`src/rtl/vol_btn_pkg.sv`:
```
// Shared definitions for the volume button conditioner and volume_buttons:
// inc_dec command encodings, per-button FSM states and the debug view.
package vol_btn_pkg;

  localparam logic [1:0] INC_DEC_NONE = 2'b00;
  localparam logic [1:0] INC_DEC_DEC  = 2'b01;
  localparam logic [1:0] INC_DEC_INC  = 2'b10;

  typedef enum logic [1:0] {
    IDLE   = 2'd0,
    FIRST  = 2'd1,
    REPEAT = 2'd2
  } state_e;

  // Snapshot of both press/repeat FSMs, exported for observation.
  typedef struct packed {
    state_e up_state;
    state_e down_state;
  } dbg_t;

endpackage

```
`src/rtl/volume_button_conditioner_if.sv`:
```
// One button channel: raw level in, debounced level, command strobe and
// FSM state out.
//
// The pulse is a single-cycle strobe with no back-pressure. A consumer
// sees exactly one command for each cycle in which pulse is high. There
// is no ready signal: the downstream side always accepts.
interface volume_button_conditioner_if;

  logic                raw;
  logic                db;
  logic                pulse;
  vol_btn_pkg::state_e state;

  // Channel logic side: consumes the raw button and produces everything else.
  modport master (
    input  raw,
    output db,
    output pulse,
    output state
  );

  // Owner side: feeds the raw button and observes the conditioned results.
  modport slave (
    output raw,
    input  db,
    input  pulse,
    input  state
  );

endinterface

```
`src/rtl/button_debounce_repeat.sv`:
```
// Per-button conditioning: 2-flop synchronizer, debounce filter that needs
// DEBOUNCE_CYCLES consecutive disagreeing samples to change level, and a
// press/auto-repeat FSM producing a combinational single-cycle pulse.
module button_debounce_repeat
  import vol_btn_pkg::*;
#(
  parameter logic [15:0] DEBOUNCE_CYCLES = 16'd50000,
  parameter logic [23:0] REPEAT_DELAY    = 24'd5000000,
  parameter logic [23:0] REPEAT_PERIOD   = 24'd2500000
) (
  input  logic                          clk,
  input  logic                          rst,
  volume_button_conditioner_if.master   ch
);

  logic        sync1_q, sync1_d;
  logic        sync2_q, sync2_d;
  logic        db_q, db_d;
  logic        db_prev_q, db_prev_d;
  logic [15:0] dcnt_q, dcnt_d;
  state_e      state_q, state_d;
  logic [23:0] rcnt_q, rcnt_d;
  logic        pulse;

  // Two-stage synchronizer for the asynchronous raw button.
  always_comb begin
    sync1_d = ch.raw;
    sync2_d = sync1_q;
  end

  // Debounce: a level change is accepted only after DEBOUNCE_CYCLES
  // consecutive synchronized samples disagree with the current level.
  always_comb begin
    db_d   = db_q;
    dcnt_d = dcnt_q;
    if (sync2_q == db_q) begin
      dcnt_d = 16'd0;
    end else if (dcnt_q == DEBOUNCE_CYCLES - 16'd1) begin
      db_d   = sync2_q;
      dcnt_d = 16'd0;
    end else begin
      dcnt_d = dcnt_q + 16'd1;
    end
  end

  // Press/auto-repeat FSM: first pulse on the debounced rising edge, one
  // after REPEAT_DELAY, then one every REPEAT_PERIOD while held.
  always_comb begin
    state_d   = state_q;
    rcnt_d    = rcnt_q;
    pulse     = 1'b0;
    db_prev_d = db_q;
    case (state_q)
      IDLE: begin
        if (db_q && !db_prev_q) begin
          pulse   = 1'b1;
          rcnt_d  = 24'd0;
          state_d = FIRST;
        end
      end
      FIRST: begin
        if (!db_q) begin
          rcnt_d  = 24'd0;
          state_d = IDLE;
        end else if (rcnt_q == REPEAT_DELAY - 24'd1) begin
          pulse   = 1'b1;
          rcnt_d  = 24'd0;
          state_d = REPEAT;
        end else begin
          rcnt_d = rcnt_q + 24'd1;
        end
      end
      REPEAT: begin
        if (!db_q) begin
          rcnt_d  = 24'd0;
          state_d = IDLE;
        end else if (rcnt_q == REPEAT_PERIOD - 24'd1) begin
          pulse  = 1'b1;
          rcnt_d = 24'd0;
        end else begin
          rcnt_d = rcnt_q + 24'd1;
        end
      end
      default: begin
        rcnt_d  = 24'd0;
        state_d = IDLE;
      end
    endcase
  end

  // State registers with synchronous reset; reset aborts any press.
  always_ff @(posedge clk) begin
    if (rst) begin
      sync1_q   <= 1'b0;
      sync2_q   <= 1'b0;
      db_q      <= 1'b0;
      db_prev_q <= 1'b0;
      dcnt_q    <= 16'd0;
      state_q   <= IDLE;
      rcnt_q    <= 24'd0;
    end else begin
      sync1_q   <= sync1_d;
      sync2_q   <= sync2_d;
      db_q      <= db_d;
      db_prev_q <= db_prev_d;
      dcnt_q    <= dcnt_d;
      state_q   <= state_d;
      rcnt_q    <= rcnt_d;
    end
  end

  assign ch.db    = db_q;
  assign ch.pulse = pulse;
  assign ch.state = state_q;

endmodule

```
`src/rtl/volume_button_conditioner.sv`:
```
// Conditions raw up/down volume buttons into registered inc_dec commands.
// A channel's pulses are dropped while the other button is debounced-held,
// so simultaneous presses yield no command and 2'b11 cannot occur.
module volume_button_conditioner
  import vol_btn_pkg::*;
#(
  parameter logic [15:0] DEBOUNCE_CYCLES = 16'd50000,
  parameter logic [23:0] REPEAT_DELAY    = 24'd5000000,
  parameter logic [23:0] REPEAT_PERIOD   = 24'd2500000
) (
  input  logic       clk,
  input  logic       rst,
  input  logic       btn_up,
  input  logic       btn_down,
  output logic [1:0] inc_dec,
  output logic       up_held,
  output logic       down_held,
  output dbg_t       dbg_state
);

  volume_button_conditioner_if up_ch ();
  volume_button_conditioner_if dn_ch ();

  logic [1:0] inc_dec_q, inc_dec_d;

  assign up_ch.raw = btn_up;
  assign dn_ch.raw = btn_down;

  button_debounce_repeat #(
    .DEBOUNCE_CYCLES (DEBOUNCE_CYCLES),
    .REPEAT_DELAY    (REPEAT_DELAY),
    .REPEAT_PERIOD   (REPEAT_PERIOD)
  ) u_up (
    .clk (clk),
    .rst (rst),
    .ch  (up_ch.master)
  );

  button_debounce_repeat #(
    .DEBOUNCE_CYCLES (DEBOUNCE_CYCLES),
    .REPEAT_DELAY    (REPEAT_DELAY),
    .REPEAT_PERIOD   (REPEAT_PERIOD)
  ) u_dn (
    .clk (clk),
    .rst (rst),
    .ch  (dn_ch.master)
  );

  // Merge: each channel's pulse is masked by the other's debounced level.
  always_comb begin
    inc_dec_d = INC_DEC_NONE;
    if (up_ch.pulse && !dn_ch.db) begin
      inc_dec_d = inc_dec_d | INC_DEC_INC;
    end
    if (dn_ch.pulse && !up_ch.db) begin
      inc_dec_d = inc_dec_d | INC_DEC_DEC;
    end
  end

  // Output command register.
  always_ff @(posedge clk) begin
    if (rst) begin
      inc_dec_q <= INC_DEC_NONE;
    end else begin
      inc_dec_q <= inc_dec_d;
    end
  end

  assign inc_dec              = inc_dec_q;
  assign up_held              = up_ch.db;
  assign down_held            = dn_ch.db;
  assign dbg_state.up_state   = up_ch.state;
  assign dbg_state.down_state = dn_ch.state;

endmodule

```
`config.mk`:
```
export PLATFORM = sky130hd
export DESIGN_NAME = volume_button_conditioner
export DESIGN_NICKNAME = d
export VERILOG_FILES = /design/src/rtl/vol_btn_pkg.sv /design/src/rtl/volume_button_conditioner_if.sv /design/src/rtl/button_debounce_repeat.sv /design/src/rtl/volume_button_conditioner.sv
export SDC_FILE = /design/constraint.sdc
export NUM_CORES = 1
export LEC_CHECK = 0
export BUFFER_PORTS_ARGS = -buffer_cell sky130_fd_sc_hd__buf_2
export CAP_MARGIN = 15
export CORE_AREA = 4 4 120 122
export DETAILED_ROUTE_END_ITERATION = 6
export DIE_AREA = 0 0 124 126
export GPL_TIMING_DRIVEN = 0
export PLACE_DENSITY = 0.45
export SETUP_SLACK_MARGIN = 0.3
export SLEW_MARGIN = 20
export SYNTH_ARGS = -nofsm -noshare
export SYNTH_HDL_FRONTEND = slang
export SYNTH_SLANG_ARGS = --single-unit
```
`constraint.sdc`:
```
create_clock -name clk -period 4.3 [get_ports clk]
set_input_delay 0.86 -clock clk [delete_from_list [all_inputs] [get_ports clk]]
set_output_delay 0.86 -clock clk [all_outputs]
set_load 0.005 [all_outputs]
```
; Word-level counts from Yosys, hierarchy flattened
; Index checks and enable logic that the tools add are counted.
[totals]
ff_bits = 94
inputBits = 4
word_cells = 91
out_inout_bits = 8
[classes]
n_eq_ne = 18
addsub = 4
n_bitwise = 2
reduce_logical = 16
n_mux = 36
[ops]
columns = operator, n
row1 = two-way mux 24 bit, 10
row2 = one-hot mux 24 bit (3 select lines), 2
row3 = adder 24 x 1 -> 24 bit (second input constant), 2
row4 = == test 24 x 22 -> 1 bit (second input constant), 2
row5 = == test 24 x 23 -> 1 bit (second input constant), 2
row6 = adder 16 x 1 -> 16 bit (second input constant), 2
row7 = == test 16 bit (second input constant), 2
row8 = two-way mux 2 bit, 9
row9 = one-hot mux 2 bit (3 select lines), 2
row10 = two-way mux 1 bit, 11
row11 = inequality test 3 bit (second input constant), 2
row12 = one-hot mux 1 bit (3 select lines), 2
row13 = AND reduction 3 bit, 2
row14 = OR reduction 3 bit, 2
row15 = == test 2 x 1 -> 1 bit (second input constant), 2
row16 = == test 2 bit (second input constant), 2
row17 = logical AND 1 bit, 4
row18 = logical NOT 1 bit, 4
row19 = logical NOT 2 bit, 2
row20 = inequality test 2 x 1 -> 1 bit (second input constant), 2
row21 = inequality test 2 bit (second input constant), 2
row22 = AND reduction 2 bit, 2
row23 = == test 1 bit, 2
row24 = NOT 1 bit, 2

; Depth between registers and ports, before layout
[depth]
ltp_word = 7
mapped_depth = 8
depth_no_buf = 7

; Hierarchy
; Synthesis repeated with hierarchy kept, for this count alone.
[hier_totals]
hier_cells = 520
hier_area_um2 = 4514.3
[modules_own_cells]
columns = mod, n_inst, seq_area_each_um2, cells_each, area_per_inst_um2
row1 = button_debounce_repeat, 2, 920.9, 258, 2224.6
row2 = volume_button_conditioner, 1, 40.0, 4, 65.1

; Least setup slack after synthesis
; No wires, ideal clock.
[synth_timing]
path_type = input -> register
from = input port rst
to = register u_up.rcnt_q[18]
setup_time_ns = 0.074
path_stages = 7
path_buffers = 2
arrival_time_ns = 2.065
path_slack_ns = 2.161
t_required_ns = 4.226
cell_sequence = clkbuf_1 > nor2_1 > nand3_1 > o32ai_2 > buf_2 > a31oi_1 > a31oi_1
[synth_lines]
columns = item, line
row1 = "start, declared", volume_button_conditioner.sv:12  ; input logic rst,
row2 = "end signal, assigned", button_debounce_repeat.sv:108  ; rcnt_q <= rcnt_d;
row3 = "end, declared", button_debounce_repeat.sv:22  ; logic [23:0] rcnt_q, rcnt_d;

; Final worst setup path
[layout_timing]
from = register u_dn.dcnt_q[0]
to = register u_dn.dcnt_q[12]
[layout_via]
elab_chain_len = 2
word_cells_on_any_way = 3
classes_between = 1 x add/sub / 1 x eq/ne / 1 x reduce/logical
[layout_lines]
columns = item, line
row1 = "start, declared", button_debounce_repeat.sv:20  ; logic [15:0] dcnt_q, dcnt_d;
row2 = "start signal, assigned", button_debounce_repeat.sv:106  ; dcnt_q <= dcnt_d;
row3 = "parallel branches: the longest is 2 deep, another holds adder 16 x 1 -> 16 bit", -
; Parallel ways; which one is timed is not known.
; A chain may end at the register's enable or synchronous reset.

==> key figures <==
CTS
  • CTS root buf: clkbuf_16
  • # resized after CTS: 0
  • # H-tree levels: 3
  • Post-CTS setup buffers: 0
  • Inserted Clock Buffers: 9
  • Worst skew pair latency: about 0.35 ns
  • Clock Sinks: 94
  • CTS Buffer Depth: 2
  • Post-CTS Hold Buffers: 0
  • Reg clk slew, reported paths: ~0.07 ns
  • CTS tree: built

Critical path
  • Slowest-stage cell, CP: clkbuf_1
  • Type of origin of the critical path: register
  • Reg-to-Reg Start: u_dn.dcnt_q[0]
  • Worst Reg2Reg Path Length in Cells: 8
  • Endpoint class of the critical path: register
  • Max FO, Critical Path: 10
  • WP data required: around 4.5 ns
  • WS Path Type: reg -> reg
  • FF-to-FF End: u_dn.dcnt_q[12]
  • Crit. Startpoint: u_dn.dcnt_q[0]
  • Flop2flop setup slack: between 1.5 and 2 ns
  • Worst path cell trace: ha_1 > and3_1 > nand4_1 > nor2_1 > or3_1 > clkbuf_1 > clkbuf_1 > nor2_1
  • CP arrival: around 2.7 ns
  • Critical Path Max Stage Delay: ~0.43 ns

Synthesis
  • Synth Area in Adders: approximately 3.3%
  • Mean Syn Cell Area: ~8.7 um2
  • Simple-gate share of the synthesized area: a little under a third
  • Cell with the most instances after synthesis: dfxtp_1
  • XOR/XNOR share of the synthesized area: ~11%
  • Yosys warnings: 0
  • Top cell type's share of synthesized area: approximately two fifths
  • Net Count, Synth: 540
  • Register bit total from synthesis: 94
  • Number of flops mapped to enable cells by yosys: 0
  • Ys async rst share: 0%
  • Top_reg_cell synth: dfxtp_1
  • Seq/Total Area, Yosys: 41.1%
  • Largest family of logic cells by synthesized area: simple AND/OR/NAND/NOR gates
  • Synth unique cells: 60
  • Most frequent cells after synthesis: dfxtp_1 (94), nor2_1 (88), nand2_1 (44)
  • Mapped cell area: 4570 um2
  • Synth area leaders: dfxtp_1 (41%), nor2_1 (7.2%), xor2_1 (6.3%)
  • Multiplexer share of the synthesized area: approximately 2.1%
  • Mapped Cells: ~520
  • Area leader, netlist: dfxtp_1
  • Synth Area in Compound Gates: between 8 and 9%

Pwr
  • Peak supply drop: between 0.00015 and 0.0002 V
  • Pwr Density: approximately 330 nW/um2
  • Lkg Pwr: between 1.5 and 2 nW

Timing
  • Final setup TNS: 0 ns
  • Worst-margin pin slew: 0.865 ns
  • Final Hold Viols: 0
  • Fmax: 402 MHz
  • Setup violators final: 0
  • Slew HR: around two fifths
  • Worst Clk Skew: roughly 0.0066 ns
  • Tcrit/Tclk final: approximately 58%
  • RSZ-0062 raised after global routing: no
  • Final max-slew violation count: 0
  • Tmin final: 2.49 ns

Drt
  • Post-route ant nets: 0
  • Drt first pass iters: 4
  • DR WL/cell: approximately 13 um
  • Via/cell ratio: around 5
  • Routed via count: approximately 3600
  • # DRC: 0
  • DR iter-0 viols: 200
  • Wirelength, routed: about 9600 um

Min path
  • Hold/Removal Path Class: reg -> reg
  • Hold path cells: 1
  • Hold Startpoint: u_up.sync1_q
  • End of the worst hold path: u_up.sync2_q

Cells and area
  • Design area: 5130 um2
  • Inserted Diodes: 0
  • Reg area: ~1900 um2
  • Layout cell share with drive strength beyond 1: 10.5%
  • Multi-input gate area: between 2000 and 3000 um2
  • Nets@finish: around 560
  • Fill cells: between 1000 and 1500
  • P&R area growth vs syn: 12.1%

Place
  • Routability Congestion: 0.783
  • Dpl cell area: about 4800 um2
  • DP HPWL: approximately 7000 um
  • IO Port Bufs: 10

Floorplan
  • Top-level port count: 12
  • Die width: 124 um
  • Cell Rows: 42
  • DIE HEIGHT: 126 um
  • Initial Util: between 30% and 40%
  • Core box area: roughly 13000 um2
  • Die Area: 15600 um2

Global route
  • Overall routing resource usage: between 10% and 20%
  • Pin count of the biggest net entering global routing: 17
  • Antenna violations before repair: 0
  • Grt total ovfl: 0
  • First-pass GRT wire length: 16800 um
  • Number of global-route vias before repair: about 3400

Status
  • Status: complete, no violations

Flow run
  • Max Cap Viol: 0
## critical path: cells and delay by family (launching register included)
kind,cells,cell delay (ns)
adder cells (fa/ha/maj),1,0.19
AND/OR/NAND/NOR,5,1.06
buffers and inverters,2,0.74
flip-flops,1,0.36
## registers in the layout, summed over array words and instances (netlist names)
name / count
u_dn.sync1_q: 1
u_up.db_prev_q: 1
inc_dec: 2
u_up.sync2_q: 1
u_dn.ch.state: 2
u_dn.rcnt_q: 24
u_up.ch.db: 1
u_dn.db_prev_q: 1
u_up.ch.state: 2
u_dn.dcnt_q: 16
u_dn.sync2_q: 1
u_dn.ch.db: 1
u_up.rcnt_q: 24
u_up.sync1_q: 1
u_up.dcnt_q: 16
## metal layers
metal	wire length, um	global-route usage (%)	share of wire [%]
met4	142	4.12	1.5
met2	4000	19.0	42
met3	341	4.22	3.6
met1	5080	19.0	53
met5	0	0	0
## cells in the final DEF (no fill, tap or decap), types with 2 or more instances in the layout
cell,Yosys,layout
a21o_1,3,3
a21oi_1,12,12
a22o_1,4,4
a31oi_1,13,13
and2_1,3,3
and3_1,15,15
and4_1,2,2
buf_2,4,14
buf_6,2,2
clkbuf_1,8,8
clkbuf_16,0,9
clkinv_4,0,2
clkinvlp_4,0,2
dfxtp_1,94,94
ha_1,12,12
inv_1,15,15
mux2_2,5,5
mux2i_1,4,4
nand2_1,44,44
nand2b_1,3,3
nand3_1,33,33
nand4_1,20,20
nand4b_1,3,3
nor2_1,88,88
nor2b_1,7,7
nor3_1,9,9
nor3_2,2,2
nor4_1,10,10
nor4b_1,5,5
nor4bb_1,4,4
o21ai_0,7,7
o22ai_1,2,2
or3_1,4,4
or3_4,2,2
or4_4,2,2
xnor2_1,24,24
xor2_1,33,33
## where the power goes
group          internal, mW  switching [mW]  leakage, nW  total (mW)
Sequential            0.875         0.00469        0.758       0.880
Combinational        0.0244          0.0487        0.875      0.0731
Clock                 0.411           0.352        0.135       0.763
Total                  1.31           0.405         1.77        1.72
## worst max path at each step
stage / end / slack (ns) / cells past startpoint
3_3_place_gp: u_up.rcnt_q[20] / 1.75 / 7
5_1_grt: u_up.rcnt_q[13] / 1.44 / 8
2_1_floorplan: u_up.rcnt_q[18] / 2.16 / 7
3_5_place_dp: u_up.rcnt_q[18] / 1.76 / 8
4_1_cts: u_up.rcnt_q[6] / 1.80 / 8
6_report: u_dn.dcnt_q[12] / 1.81 / 8
## final cells by class
type	instances	area share (%)
Buffer	15	1.56
Clock inverter	6	0.902
Clock buffer	10	4.66
Tap cell	176	4.29
Timing Repair Buffer	10	0.976
Inverter	15	1.10
Sequential cell	94	36.7
Multi-Input combinational cell	400	49.8
## per-stage QoR
stage,setup slack (ns),hold WS (ns),utilization [%],power [mW],std cells
2_1_floorplan,2.16,0.414,-,0.952,524
3_3_place_gp,1.75,0.425,36.7,0.974,710
3_5_place_dp,1.76,0.435,36.7,0.974,710
4_1_cts,1.80,0.457,38.9,1.75,726
5_1_grt,1.44,0.481,38.9,1.80,726
6_report,1.81,0.447,38.9,1.72,726
## kinds of logic after synthesis
family | count (synthesis)
muxes | 9
DFF | 94
AOI/OAI and AO/OA | 53
buffers and inverters | 30
xor gates and xnor gates | 57
adders and majority gates | 12
and+or+nand+nor | 269
Power figures use the tool's default switching activity.
